==> src/rtl/cs_window_filter.sv <==
// Sliding-window "approximate average" noise filter: Y = (sum + N*Xappr) >> SHIFT.
// Optional output saturation when CS_WINDOW_SAT_EN is defined (default: modulo truncation).
module cs_window_filter #(
  parameter int DW    = 8,
  parameter int N     = 9,
  parameter int SHIFT = 3,
  parameter int YW    = 10
) (
  input  logic          clk,
  input  logic          reset,
  input  logic [DW-1:0] X,
  input  logic          x_valid,
  output logic [YW-1:0] Y,
  output logic          y_valid
);

  localparam int PW = $clog2(N);
  localparam int CW = $clog2(N + 1);
  localparam int SW = DW + CW;
  localparam int W  = SW + $clog2(N) + 1;

  localparam logic [W-1:0]  NW   = W'(N);
  localparam logic [PW-1:0] LAST = PW'(N - 1);
  localparam logic [CW-1:0] FULL = CW'(N);

  logic [DW-1:0] r_buf [N];
  logic [SW-1:0] r_sum;
  logic [PW-1:0] r_ptr;
  logic [CW-1:0] r_cnt;
  logic [YW-1:0] r_y_p1;
  logic          r_vld_p1;

  logic [SW-1:0] w_sum_next;
  logic [CW-1:0] w_cnt_next;
  logic          w_full;
  logic [DW-1:0] w_samp;
  logic [DW-1:0] w_xappr;
  logic [W-1:0]  w_yfull;

  function automatic logic [YW-1:0] f_fit(input logic [W-1:0] v);
`ifdef CS_WINDOW_SAT_EN
    if ((v >> YW) != '0) return '1;
    return YW'(v);
`else
    return YW'(v);
`endif
  endfunction

  // The outgoing entry is zero during fill, so the sum stays exact from reset on.
  assign w_sum_next = r_sum + SW'(X) - SW'(r_buf[r_ptr]);
  assign w_cnt_next = (r_cnt == FULL) ? FULL : r_cnt + CW'(1);
  assign w_full     = (w_cnt_next == FULL);

  // N*s <= sum selects samples not above floor(mean) without a divider.
  always_comb begin
    w_xappr = '0;
    w_samp  = '0;
    for (int i = 0; i < N; i++) begin
      w_samp = (i == int'(r_ptr)) ? X : r_buf[i];
      if (((NW * W'(w_samp)) <= W'(w_sum_next)) && (w_samp > w_xappr))
        w_xappr = w_samp;
    end
  end

  assign w_yfull = (W'(w_sum_next) + NW * W'(w_xappr)) >> SHIFT;

  // Stage p1: window update and registered result
  always_ff @(posedge clk) begin
    if (reset) begin
      for (int i = 0; i < N; i++) r_buf[i] <= '0;
      r_sum    <= '0;
      r_ptr    <= '0;
      r_cnt    <= '0;
      r_y_p1   <= '0;
      r_vld_p1 <= 1'b0;
    end else begin
      r_vld_p1 <= 1'b0;
      if (x_valid) begin
        r_buf[r_ptr] <= X;
        r_sum        <= w_sum_next;
        r_ptr        <= (r_ptr == LAST) ? '0 : r_ptr + PW'(1);
        r_cnt        <= w_cnt_next;
        if (w_full) begin
          r_y_p1   <= f_fit(w_yfull);
          r_vld_p1 <= 1'b1;
        end
      end
    end
  end

  assign Y       = r_y_p1;
  assign y_valid = r_vld_p1;

endmodule
==> config.mk <==
export PLATFORM = sky130hd
export DESIGN_NAME = cs_window_filter
export DESIGN_NICKNAME = d
export VERILOG_FILES = /design/src/rtl/cs_window_filter.sv
export SDC_FILE = /design/constraint.sdc
export NUM_CORES = 1
export LEC_CHECK = 0
export BUFFER_PORTS_ARGS = -buffer_cell sky130_fd_sc_hd__buf_2
export CORE_MARGIN = 3
export CORE_UTILIZATION = 34
export DETAILED_ROUTE_END_ITERATION = 10
export PLACE_DENSITY = 0.58
export SLEW_MARGIN = 30
export SYNTH_ARGS = -nofsm -noshare
export SYNTH_HDL_FRONTEND = slang
export SYNTH_SLANG_ARGS = --single-unit
==> constraint.sdc <==
create_clock -name clk -period 27.6 [get_ports clk]
set_input_delay 5.52 -clock clk [delete_from_list [all_inputs] [get_ports clk]]
set_output_delay 5.52 -clock clk [all_outputs]
set_load 0.03 [all_outputs]
======== Word-level counts from Yosys, hierarchy flattened ========
Memories as Yosys holds them, arrays and structs flattened. A register that Yosys moved wholly into a read port is not among the register bits.
Cells that the tools add are included.
word-level totals
  bits in registers ....................... 31
  memory bits (writable) .................. 72
  bits of input ports ..................... 11
  word-level logic and storage cells ...... 95
  memories kept ........................... 1
memories
  name   words  width  read ports  clocked after memory_dff  write ports  RTL line  source
  r_buf  9      8      10          1                         9            26        logic [DW-1:0] r_buf [N];
operators by class
  $add $sub $neg .......................... 5
  multiply operators ...................... 10
  order comparisons ....................... 18
  eq/ne operators ......................... 11
  multiplexer cells ....................... 31
  bitwise logic cells ..................... 1
  reductions and logical operators ........ 13
operators by type and width
  cell                                                                             count
  8-bit two-way mux                                                                19
  4-bit by 8-bit multiplier with 12-bit output, first input constant               10
  12-bit less-or-equal comparator                                                  9
  8-bit greater-than comparator                                                    8
  4-bit == test, first input constant                                              5
  4-bit two-way mux                                                                5
  12-bit by 12-bit adder with 13-bit output                                        1
  12-bit by 8-bit adder with 12-bit output                                         1
  4-bit == test, second input constant                                             3
  12-bit by 8-bit subtractor with 12-bit output                                    1
  1-bit logical AND                                                                9
  4-bit by 1-bit adder with 4-bit output, second input constant                    2
  3-bit by 4-bit == test with 1-bit output, first input constant                   2
  8-bit by 1-bit greater-than comparator with 1-bit output, second input constant  1
  8-bit OR reduction                                                               1
  1-bit two-way mux                                                                7
  2-bit by 4-bit == test with 1-bit output, first input constant                   1
  4-bit zero test                                                                  1
  2-bit AND reduction                                                              1
  2-bit OR reduction                                                               1
  1-bit inverter                                                                   1

======== Logic depth before layout (Yosys ltp) ========
  depth after elaboration ................. 32
  gate-level depth with buffers ........... 129

======== Least setup slack after synthesis ========
Ideal clock, no wire load.
  kind .................................... input to register
  from .................................... in X[1]
  to ...................................... reg r_y_p1[6], in the netlist Y[6]
  library setup time ...................... 0.122 ns
  arrival time ............................ 25.213 ns
  required time ........................... 27.478 ns
  setup slack ............................. 2.265 ns
  stages .................................. 118
  path buffers ............................ 8
  cell sequence ........................... inv_1 > fa_1 > inv_1 > ha_1 > a21o_1 > a21oi_1 > o21bai_1 > a21oi_1 > o21bai_1 > a21oi_1 > o21bai_1 > a21oi_1 > xnor2_1 > inv_1 > ha_1 > nor3_1 > o21ai_0 > o22a_1 > (+82 left out) > a21oi_1 > nor2_1 > a211oi_1 > a211o_1 > clkbuf_1 > clkbuf_1 > a21oi_1 > ha_1 > inv_1 > fa_1 > inv_1 > ha_1 > nand3_1 > nand2_1 > a41oi_4 > a21oi_2 > and4_4 > a311o_1
between the ends
  word-level cells in the longest chain between the ends .. 31
RTL lines
  item                                             RTL line  source
  from (decl)                                      11        input logic [DW-1:0] X,
  12-bit by 8-bit adder with 12-bit output *       50        assign w_sum_next = r_sum + SW'(X) - SW'(r_buf[r_ptr]);
  12-bit by 8-bit subtractor with 12-bit output *  50
  net w_sum_next[9]                                33        logic [SW-1:0] w_sum_next;
  12-bit less-or-equal comparator                  60        if (((NW * W'(w_samp)) <= W'(w_sum_next)) && (w_samp > w_xappr))
  1-bit logical AND                                60
  8-bit two-way mux                                60
  8-bit greater-than comparator                    60
  1-bit logical AND                                60
  (+16 left out)                                   n/a
  8-bit greater-than comparator                    60
  1-bit logical AND                                60
  8-bit two-way mux                                60
  8-bit greater-than comparator                    60
  1-bit logical AND                                60
  8-bit two-way mux                                60
  4-bit by 8-bit multiplier with 12-bit output     65        assign w_yfull = (W'(w_sum_next) + NW * W'(w_xappr)) >> SHIFT;
  12-bit by 12-bit adder with 13-bit output *      65
  to (signal assigned)                             84        r_y_p1 <= f_fit(w_yfull);
  to (decl)                                        30        logic [YW-1:0] r_y_p1;
Mark *: on every way through the listed nets, which the timed path passes. The rest lies on a longest branch.
A chain may end at the register's enable or synchronous reset.

======== Worst setup path after layout ========
  from .................................... in X[2]
  to ...................................... reg r_y_p1[6], in the netlist Y[6]
Same word-level chain as after synthesis.

==> flow_metrics.tcl <==
set metrics [dict create \
    die_h_um 223 \
    grt_max_degree 33 \
    worst_slew_pin_slew_ns 1.06 \
    synthFlopType "edfxtp_1" \
    status "completed" \
    ys_warn_count 0 \
    detailed_place_hpwl_um 36700 \
    cpPeakStageDelay_ns 0.53 \
    cp-end-kind "flip-flop" \
    grt_pass1_wl_um 71700 \
    chipWidth_um 223 \
    worstPathRequired_ns 27.92 \
    drt-total-wl_um 47300 \
    fmaxAchievable_mhz 38.2 \
    cts_made_buffers 17 \
    syn-num-nets 1990 \
    grtUsageTotal 0.187 \
    maxSlewHeadroom 0.284 \
    routed_via_density 5.43 \
    arrival_ns 26.48 \
    antennaDiodeCount 0 \
    grt.overflow.total 0 \
    clock-sinks 163 \
    clock_skew_ns 0.0104 \
    grt_pass1_vias 12100 \
    fin_nets 2033 \
    vias 12600 \
    drive_gt1_frac 0.119 \
    gp_congestion 0.952 \
    clk_pin_slew_ns 0.07 \
    hold_viol 0 \
    syn_area_per_cell_um2 9.58 \
    critical_path_class "in -> reg" \
    io_buffers 21 \
    synth-edff-count 128 \
    seq_area_frac_synth 0.284 \
    drcViolationCount 0 \
    layout_min_cycle_time_ns 26.16 \
    fillers 4501 \
    cts_buffer_depth 2 \
    die_area_mm2 0.0497 \
    design_area_mm2 0.0177 \
    crit_slowest_cell "fa_1" \
    cts_root_buf "clkbuf_16" \
    drtIter0Drc 1095 \
    syn_area_mm2 0.0160 \
    drt-wirelength-per-cell_um 20.3 \
    place_area_mm2 0.0170 \
    synthArstFlopShare 0 \
    drtPass1Iterations 5 \
    drv_cap 0 \
    cp_max_fo 17 \
    core_mm2 0.0460 \
    antenna_found_initial 0 \
    syn2layout_area_growth_pct 10.4 \
    startpoint_type "primary input" \
    drv_slew 0 \
    start_util 0.348 \
    htreeDepth 4 \
    cts_tree "yes" \
    hold_class "reg -> reg" \
    postSynthCellCount 1672 \
    io_pins 22 \
    post-route-period-util 0.948 \
    ant_nets 0 \
    fin_tns_setup_ns 0 \
    clock_latency_ns 0.44 \
    crit_top_cell "a21oi_1" \
    ys_ff_latch 163 \
    finalSetupViolCount 0 \
    rows 78 \
    synth_cell_types 78 \
]
## through the flow
stage	utilization	hold WS [ns]	setup slack (ns)	instances
detailed placement	0.370	0.444	0.248	2288
CTS	0.382	0.455	0.682	2320
global route	0.385	0.471	-0.0619	2328
global placement	0.370	0.440	0.864	2288
floorplan	-	0.456	2.26	1672
finish	0.385	0.452	1.44	2328
## path summary, 6_finish.rpt
check	from	to	slack [ns]	cells past startpoint
worst max register to register	flip-flop	Y[6]$_SDFFE_PP0P_	4.82	117
worst min register to register	Y[3]$_SDFFE_PP0P_	Y[3]$_SDFFE_PP0P_	0.45	2
worst min-delay path	Y[3]$_SDFFE_PP0P_	Y[3]$_SDFFE_PP0P_	0.45	2
worst max-delay path	X[2]	Y[6]$_SDFFE_PP0P_	1.44	116
## registers in the layout (all words and copies together), names as in the netlist, named ones only
name     flops
Y           10
r_buf      128
r_cnt        4
r_ptr        4
r_sum       12
y_valid      1
## cell type report
cell class / instances / area [µm²] / share of cell area
clock inverter: 13 / 123 / 0.00693
timing repair buffer: 72 / 485 / 0.0275
clock buffer: 19 / 433 / 0.0245
tap: 600 / 751 / 0.0425
multi-input combinational: 1291 / 10700 / 0.606
inverter: 170 / 638 / 0.0361
sequential: 163 / 4550 / 0.257
## cells in the mapped netlist (all sizes together) (15+ instances only)
cell type | n | share of area
a21o | 44 | 0.021
a21oi | 130 | 0.042
and2 | 15 | 0.0059
clkbuf | 35 | 0.0082
dfxtp | 35 | 0.044
edfxtp | 128 | 0.24
fa | 22 | 0.028
ha | 285 | 0.22
inv | 169 | 0.040
mux2 | 22 | 0.016
mux2i | 44 | 0.028
mux4 | 40 | 0.056
nand2 | 96 | 0.023
nand2b | 16 | 0.0063
nand3 | 27 | 0.0084
nand4 | 21 | 0.0082
nor2 | 174 | 0.041
nor2b | 28 | 0.011
nor3 | 20 | 0.0063
o21a | 17 | 0.0080
o21ai | 104 | 0.034
xnor2 | 54 | 0.031
## kinds of logic after synthesis
kind of cell             synth area share
AND/OR/NAND/NOR                     0.128
AO/OA/AOI/OAI                       0.147
adder cells (fa/ha/maj)             0.250
buffers and inverters              0.0529
flip-flops                          0.284
multiplexers                       0.0999
XOR/XNOR                           0.0384
## placed cells by master, fill, tap and decap left out, drive strengths merged, types with 27 or more instances in the layout
cell / count
inv: 174
buf: 72
a21o: 44
xnor2: 54
dfxtp: 35
ha: 285
o21ai: 104
nor2: 174
a21oi: 130
edfxtp: 128
mux4: 40
nor2b: 28
nand2: 96
nand3: 27
mux2i: 44
## worst max-delay path: cells and delay by family
family | cells | cell delay [ns]
xor+xnor | 1 | 0.21
simple gates | 31 | 3.73
buf+inv | 12 | 1.56
mux | 3 | 1.03
compound gates | 55 | 9.84
fa+ha+maj | 14 | 4.56
## timing repair
item,4_1_cts,5_1_grt
gates resized for setup,0,13
setup endpoints to repair,0,10
setup buffers,0,7
hold buffers,0,0
## metal layers
layer  vias up  routed length [µm]  global-route usage
met1      6079               21700               0.259
met5         -                   0                   0
met4         0                1390              0.0642
met3        71                2610              0.0279
li1       6123                   -                   -
met2       374               21600               0.298
Power is not shown: default switching activity piles up to over one toggle a cycle in this logic, so the estimate is an artifact.
